===== config.mk =====
export PLATFORM = sky130hd
export DESIGN_NAME = regfile_flat
export DESIGN_NICKNAME = d
export VERILOG_FILES = /design/src/rtl/regfile_if.sv /design/src/rtl/regfile.sv /design/src/flat_wrapper.sv
export SDC_FILE = /design/constraint.sdc
export NUM_CORES = 2
export LEC_CHECK = 0
export ABC_AREA = 0
export BUFFER_PORTS_ARGS = -buffer_cell sky130_fd_sc_hd__buf_4
export CORE_AREA = 3 3 284 495
export CTS_BUF_LIST = sky130_fd_sc_hd__clkbuf_4
export CTS_CLUSTER_DIAMETER = 120
export DETAILED_ROUTE_END_ITERATION = 16
export DIE_AREA = 0 0 287 498
export GPL_ROUTABILITY_DRIVEN = 1
export MAX_ROUTING_LAYER = met4
export REMOVE_ABC_BUFFERS = 1
export SLEW_MARGIN = 10
export SYNTH_ARGS = -nofsm -noshare
export SYNTH_HDL_FRONTEND = slang
export SYNTH_SLANG_ARGS = --single-unit

===== constraint.sdc =====
create_clock -name clk -period 3.87 [get_ports clk]
set_clock_uncertainty 0.05 [all_clocks]
set_input_delay 0.1935 -clock clk [delete_from_list [all_inputs] [get_ports clk]]
set_output_delay 0.1935 -clock clk [all_outputs]
set_load 0.005 [all_outputs]

===== src/rtl/regfile_if.sv =====
// Register file port bundle: writeback write port, two decode read ports and
// the committed-write counter.
interface regfile_if #(
   parameter int unsigned DATA_WIDTH = 32,
   parameter int unsigned ADDR_WIDTH = 5
);
   logic                  RegWrite_WB;
   logic [ADDR_WIDTH-1:0] rd_addr_WB;
   logic [DATA_WIDTH-1:0] write_back_WB;
   logic [ADDR_WIDTH-1:0] rs1_addr_ID;
   logic [ADDR_WIDTH-1:0] rs2_addr_ID;
   logic [DATA_WIDTH-1:0] rs1_data_ID;
   logic [DATA_WIDTH-1:0] rs2_data_ID;
   logic [31:0]           wr_count;

   // Pipeline side: drives the write port and read addresses
   modport master (
      output RegWrite_WB, rd_addr_WB, write_back_WB, rs1_addr_ID, rs2_addr_ID,
      input  rs1_data_ID, rs2_data_ID, wr_count
   );

   // Register file side
   modport slave (
      input  RegWrite_WB, rd_addr_WB, write_back_WB, rs1_addr_ID, rs2_addr_ID,
      output rs1_data_ID, rs2_data_ID, wr_count
   );
endinterface


===== src/rtl/regfile.sv =====
// Integer register file: one write port, two combinational read ports, x0
// hardwired to zero, and a counter of committed (non-x0) writes.
// Optional macro REGFILE_BYPASS_EN forwards same-cycle writeback data to the
// read ports; without it a write becomes visible on the following cycle.
module regfile #(
   parameter int unsigned DATA_WIDTH = 32,
   parameter int unsigned REG_COUNT  = 32,
   parameter int unsigned ADDR_WIDTH = 5
) (
   input  logic      clk,
   input  logic      rst_n,
   regfile_if.slave  bus
);

   localparam int unsigned CNT_WIDTH = 32;

   logic [DATA_WIDTH-1:0] regs_q [REG_COUNT];
   logic [DATA_WIDTH-1:0] regs_d [REG_COUNT];
   logic [CNT_WIDTH-1:0]  wr_count_q;
   logic [CNT_WIDTH-1:0]  wr_count_d;
   logic                  wr_commit_c;
   logic [DATA_WIDTH-1:0] rs1_data_c;
   logic [DATA_WIDTH-1:0] rs2_data_c;

   // A write commits only when enabled and not aimed at x0
   assign wr_commit_c = bus.RegWrite_WB && (bus.rd_addr_WB != ADDR_WIDTH'(0));

   // Next-state for storage and the committed-write counter (wraps naturally)
   always_comb begin
      regs_d     = regs_q;
      wr_count_d = wr_count_q;
      if (wr_commit_c) begin
         regs_d[bus.rd_addr_WB] = bus.write_back_WB;
         wr_count_d             = wr_count_q + CNT_WIDTH'(1);
      end
      regs_d[0] = '0;
   end

   // State registers; reset clears everything and dominates any write
   always_ff @(posedge clk or negedge rst_n) begin
      if (!rst_n) begin
         for (int i = 0; i < int'(REG_COUNT); i++) begin
            regs_q[i] <= '0;
         end
         wr_count_q <= '0;
      end else begin
         regs_q     <= regs_d;
         wr_count_q <= wr_count_d;
      end
   end

   // Combinational read ports; x0 always reads zero
   always_comb begin
      rs1_data_c = (bus.rs1_addr_ID == ADDR_WIDTH'(0)) ? '0 : regs_q[bus.rs1_addr_ID];
      rs2_data_c = (bus.rs2_addr_ID == ADDR_WIDTH'(0)) ? '0 : regs_q[bus.rs2_addr_ID];
`ifdef REGFILE_BYPASS_EN
      // Same-cycle forwarding; wr_commit_c already excludes x0, and reset blocks it
      if (rst_n && wr_commit_c && (bus.rs1_addr_ID == bus.rd_addr_WB)) begin
         rs1_data_c = bus.write_back_WB;
      end
      if (rst_n && wr_commit_c && (bus.rs2_addr_ID == bus.rd_addr_WB)) begin
         rs2_data_c = bus.write_back_WB;
      end
`endif
   end

   assign bus.rs1_data_ID = rs1_data_c;
   assign bus.rs2_data_ID = rs2_data_c;
   assign bus.wr_count    = wr_count_q;

endmodule


===== src/flat_wrapper.sv =====
// flat-port wrapper written by rule: the top's interface ports become plain ports
module regfile_flat 
#(
   parameter int unsigned DATA_WIDTH = 32,
   parameter int unsigned REG_COUNT  = 32,
   parameter int unsigned ADDR_WIDTH = 5
)
  (clk, rst_n, bus_RegWrite_WB, bus_rd_addr_WB, bus_write_back_WB, bus_rs1_addr_ID, bus_rs2_addr_ID, bus_rs1_data_ID, bus_rs2_data_ID, bus_wr_count);
  regfile_if #(.DATA_WIDTH(DATA_WIDTH), .ADDR_WIDTH(ADDR_WIDTH)) bus_i ();
  input  logic clk;
  input  logic rst_n;
  input wire logic [$bits(bus_i.RegWrite_WB)-1:0] bus_RegWrite_WB;
  input wire logic [$bits(bus_i.rd_addr_WB)-1:0] bus_rd_addr_WB;
  input wire logic [$bits(bus_i.write_back_WB)-1:0] bus_write_back_WB;
  input wire logic [$bits(bus_i.rs1_addr_ID)-1:0] bus_rs1_addr_ID;
  input wire logic [$bits(bus_i.rs2_addr_ID)-1:0] bus_rs2_addr_ID;
  output wire logic [$bits(bus_i.rs1_data_ID)-1:0] bus_rs1_data_ID;
  output wire logic [$bits(bus_i.rs2_data_ID)-1:0] bus_rs2_data_ID;
  output wire logic [$bits(bus_i.wr_count)-1:0] bus_wr_count;
  assign bus_i.RegWrite_WB = bus_RegWrite_WB;
  assign bus_i.rd_addr_WB = bus_rd_addr_WB;
  assign bus_i.write_back_WB = bus_write_back_WB;
  assign bus_i.rs1_addr_ID = bus_rs1_addr_ID;
  assign bus_i.rs2_addr_ID = bus_rs2_addr_ID;
  assign bus_rs1_data_ID = bus_i.rs1_data_ID;
  assign bus_rs2_data_ID = bus_i.rs2_data_ID;
  assign bus_wr_count = bus_i.wr_count;
  regfile #(.DATA_WIDTH(DATA_WIDTH), .REG_COUNT(REG_COUNT), .ADDR_WIDTH(ADDR_WIDTH)) u_core (.clk(clk), .rst_n(rst_n), .bus(bus_i));
endmodule

# After elaboration in Yosys (flattened, before gate mapping)
# Index checks and enable logic that the tools add are counted.
# op_classes
n_mul	0
n_lt_le_gt_ge	4
bitwise	3
shifts	0
n_mux	11
reduce_logical	5
n_div	0
eq_ne	0
n_addsub	1
# op_table
cell	n
1024-bit bitwise mux	1
32-bit binary-select mux with 5-bit select	2
32-bit 2-to-1 mux	7
32-bit demux with 5-bit select	1
32-bit by 1-bit adder with 32-bit output, second input constant	1
6-bit greater-or-equal comparator, second input constant	3
5-bit inverter with 6-bit output	3
5-bit zero test	2
6-bit by 1-bit less-than comparator with 1-bit output, second input constant	1
5-bit nonzero test	1
1-bit logical AND	2
# word_totals
wordCells	56
ff_bits	1024
input_bits	50
latch_bits	0
ramBits	0
rom_bits	0
n_memories	0

# Logic depth before layout (Yosys ltp)
# logic_depth
depth_word	6
mapped_depth	9

# Worst setup path after synthesis
# Ideal clock, no wire load.
# synth_timing
path_type	input port to output port
start	in bus_rs2_addr_ID[2]
end	out bus_rs2_data_ID[10]
n_path_buf	3
arrival_time_ns	1.773
stages	7
path_slack_ns	1.853
cell_sequence	clkbuf_1 > clkbuf_1 > clkbuf_1 > mux4_2 > a22o_1 > o21ai_0 > o31ai_1
# synth_between
elab_chain_cells	5
word_cells_on_any_way	6
cone_classes	4 x mux; 1 x bitwise; 1 x reduce/logical
# synth_rtl
item	line_no	rtl
start: declaration	flat_wrapper.sv:16	input wire logic [$bits(bus_i.rs2_addr_ID)-1:0] bus_rs2_addr_ID;
5-bit inverter with 6-bit output (not written as such)	regfile.sv:55	rs2_data_c = (bus.rs2_addr_ID == ADDR_WIDTH'(0)) ? '0 : regs_q[bus.rs2_addr_ID];
32-bit binary-select mux with 5-bit select	regfile.sv:55	
32-bit 2-to-1 mux (not written as such) (2 in a row)	regfile.sv:55	
32-bit 2-to-1 mux *	regfile.sv:55	
end: declaration	flat_wrapper.sv:18	output wire logic [$bits(bus_i.rs2_data_ID)-1:0] bus_rs2_data_ID;
# Every way passes the cells marked *; elsewhere a longest branch is shown, timed or not. The select of a mux whose other input is x is not followed.

# Worst setup path in the final report
# layout_timing
start	reg u_core.regs_q[31] (netlist bit)
end	out bus_rs2_data_ID[31]
# layout_between
elab_chain_cells	4
# layout_rtl
item	line_no	rtl
start: declaration	regfile.sv:17	logic [DATA_WIDTH-1:0] regs_q [REG_COUNT];
start signal: assignment	regfile.sv:47	regs_q <= regs_d;
32-bit binary-select mux with 5-bit select	regfile.sv:55	
32-bit 2-to-1 mux (not written as such) (2 in a row)	regfile.sv:55	
32-bit 2-to-1 mux	regfile.sv:55	
# No other way between the ends. The select of a mux whose other input is x is not followed.

==> run_results.csv <==
group,metric,value,unit
sta,fmax,277,MHz
sta,tns,0,ps
grt,grt_max_degree,127,
synth,synthFlopType,"dfrtp_1",
route,drtIter0Drc,2217,
sta,period_minus_slack,3610,ps
route,avgViaCountPerCell,6.16,
grt,antenna_found_initial,4,
sta,rsz0062_at_grt,"no",
power,leakage,27.1,nW
power,powerDensity,481,nW/um^2
sta,relSlewSlack,0.0704,
power,peakVddDrop,0.298,mV
setup_path,cp_max_fo,3,
synth,yosysWarnings,0,
grt,track_usage,0.260,
setup_path,r2r_cells,4,
floorplan,dieArea,143000,sq um
clock_network,clock_sink_count,1024,
placed_design,place_congestion,0.815,
placed_design,dp_cells,5437,
synth,syn-cell-area,54600,sq um
finish,drive_above_1_share,0.520,
synth,ys_ff_latch,1024,
finish,final_cells,5934,
finish,n_fill_cell,12500,
clock_network,clock_tree.buffer_depth,3,
floorplan,die_x,287,um
synth,synth_cell_types,39,
finish,syn_to_final_growth,13.3,%
worst_hold_path,holdPathStages,5,
run_status,status,"finished, final reports clean",
sta,hold_slack,148,ps
power,p_total,29.8,mW
clock_network,cts_max_level,4,
setup_path,cp-startpoint,"u_core.regs_q[31]$_DFFE_PN0P_",
synth,avgSynthCellArea,14.6,sq um
setup_path,start_kind,"register",
setup_path,criticalPathCategory,"register to primary output",
grt,grt_pass1_vias,39400,
placed_design,portBuffers,145,
clock_network,cts-resized-gates,0,
worst_hold_path,min-delay-start,"bus_rd_addr_WB[1]",
clock_network,cts_tree,"built",
sta,drv_slew,0,
run,drv_cap,0,
clock_network,clockRootBuffer,"clkbuf_4",
route,drtAntennaViolNets,0,
clock_network,post_cts_buffers,0,
sta,hold_viol_final,0,
finish,nNetsFinal,4005,
route,drc,0,
placed_design,dp_hpwl,107,mm
placed_design,dpl_worst_slack,834,ps
grt,grt_pass1_wl,264,mm
setup_path,critPathArrivalTime,3370,ps
setup_path,crit_required,3630,ps
clock_network,cts-buffers-inserted,240,
floorplan,die_h,498,um
route,wl_per_cell,30.4,um
clock_network,clk_latency,1200,ps
sta,period_share,0.934,
sta,setup_viol,0,
clock_network,hold_buffers,85,
clock_network,path_clk_slew,80,ps
synth,ys_seq_area_frac,0.469,
synth,synthArstFlopShare,1.00,
floorplan,io_pins,146,
route,drtPass1Iterations,5,
floorplan,core.rowCount,179,
synth,syn_inst,3742,
sta,max_slew.worst_pin.slew,1390,ps
route,drt-total-wl,180,mm
setup_path,r2r_start,"u_core.bus.wr_count[9]$_DFFE_PN0P_",
setup_path,endpoint_kind,"primary output",
route,vias,36600,
floorplan,core,137000,sq um
sta,layout_setup_ws,256,ps
synth,synth-edff-count,0,
grt,overflow,0,
worst_hold_path,hold_path_class,"primary input to register",
floorplan,start_util,0.400,
cell families after synthesis:
family                   share of synthesized area
multiplexers                                 0.411
adder cells (fa/ha/maj)                   0.000229
XOR/XNOR                                   0.00497
flip-flops                                   0.469
buffers and inverters                       0.0324
AO/OA/AOI/OAI                               0.0618
AND/OR/NAND/NOR                             0.0203
critical path, cell delays in order (launching register included):
cell and delay, ps:
dfrtp_1 410, mux4_2 490, a22o_1 280, o21ai_0 560, o31ai_1 230, buf_4 200
cells in the final DEF (no fill, tap or decap), types with 7 or more instances in the layout:
cell,count
and3_1,7
o21ai_0,64
nor2_4,14
o31ai_1,64
diode_2,7
dfrtp_1,1024
xnor2_1,25
clkinv_2,8
o22ai_1,64
a211oi_1,66
buf_12,36
mux2i_1,194
and2_1,64
mux2_2,1055
a22o_1,191
clkinv_1,40
buf_4,247
nand4_1,18
nand2_2,16
dlygate4sd3_1,84
clkbuf_4,342
nand3_1,12
mux4_2,384
nand2_1,12
metrics by stage:
step                utilization  instance area, sq um
floorplan                     -                 52900
global route              0.453                 61900
detailed placement        0.425                 58000
CTS                       0.453                 61900
finish                    0.453                 61900
global placement          0.425                 58000
Yosys cell counts, types with 39 or more instances:
cell type | count | area, sq um
mux2_2 | 1055 | 11900
dfrtp_1 | 1024 | 25600
mux4_2 | 384 | 8650
clkbuf_1 | 223 | 837
mux2i_1 | 194 | 1940
a22o_1 | 191 | 1670
buf_2 | 124 | 621
a211oi_1 | 66 | 495
and2_1 | 66 | 413
o21ai_0 | 64 | 320
o22ai_1 | 64 | 400
o31ai_1 | 64 | 480
buf_1 | 39 | 146
sequential cells by signal, indices dropped and copies added, names as in the netlist:
name	count
u_core.regs_q	992
u_core.bus.wr_count	32
final timing paths:
kind                                                       end  slack (ps)
setup reg to reg           u_core.bus.wr_count[24]$_DFFE_PN0P_        1740
hold reg to reg            u_core.bus.wr_count[31]$_DFFE_PN0P_         430
min in group asynchronous       u_core.regs_q[908]$_DFFE_PN0P_         320
max in group asynchronous       u_core.regs_q[936]$_DFFE_PN0P_        2740
hold / removal              u_core.bus.wr_count[0]$_DFFE_PN0P_         150
setup / recovery                           bus_rs2_data_ID[31]         260
layout make-up:
| cell class | count | area, sq um | area share |
|---|---|---|---|
| antenna | 7 | 17.5 | 0.000283 |
| clock buffer | 342 | 2570 | 0.0415 |
| clock inverter | 63 | 405 | 0.00655 |
| inverter | 7 | 26.3 | 0.000424 |
| multi-input combinational | 2306 | 27500 | 0.444 |
| sequential | 1024 | 25600 | 0.414 |
| tap | 1810 | 2260 | 0.0366 |
| timing repair buffer | 375 | 3540 | 0.0572 |
per-layer routing:
| layer | global-route usage | share of wire | vias up |
|---|---|---|---|
| met5 | - | 0 | - |
| met2 | 0.440 | 0.52 | 1299 |
| met4 | 0.115 | 0.046 | 0 |
| li1 | - | - | 15000 |
| met3 | 0.0451 | 0.055 | 471 |
| met1 | 0.301 | 0.38 | 19800 |
where the power goes:
group,internal (mW),total [mW],leakage (nW),switching (mW)
sequential,12.8,14.3,13.1,1.52
combinational,4.00,6.64,12.2,2.63
clock,4.36,8.85,1.77,4.49
total,21.1,29.8,27.1,8.65
Power figures use the tool's default switching activity.
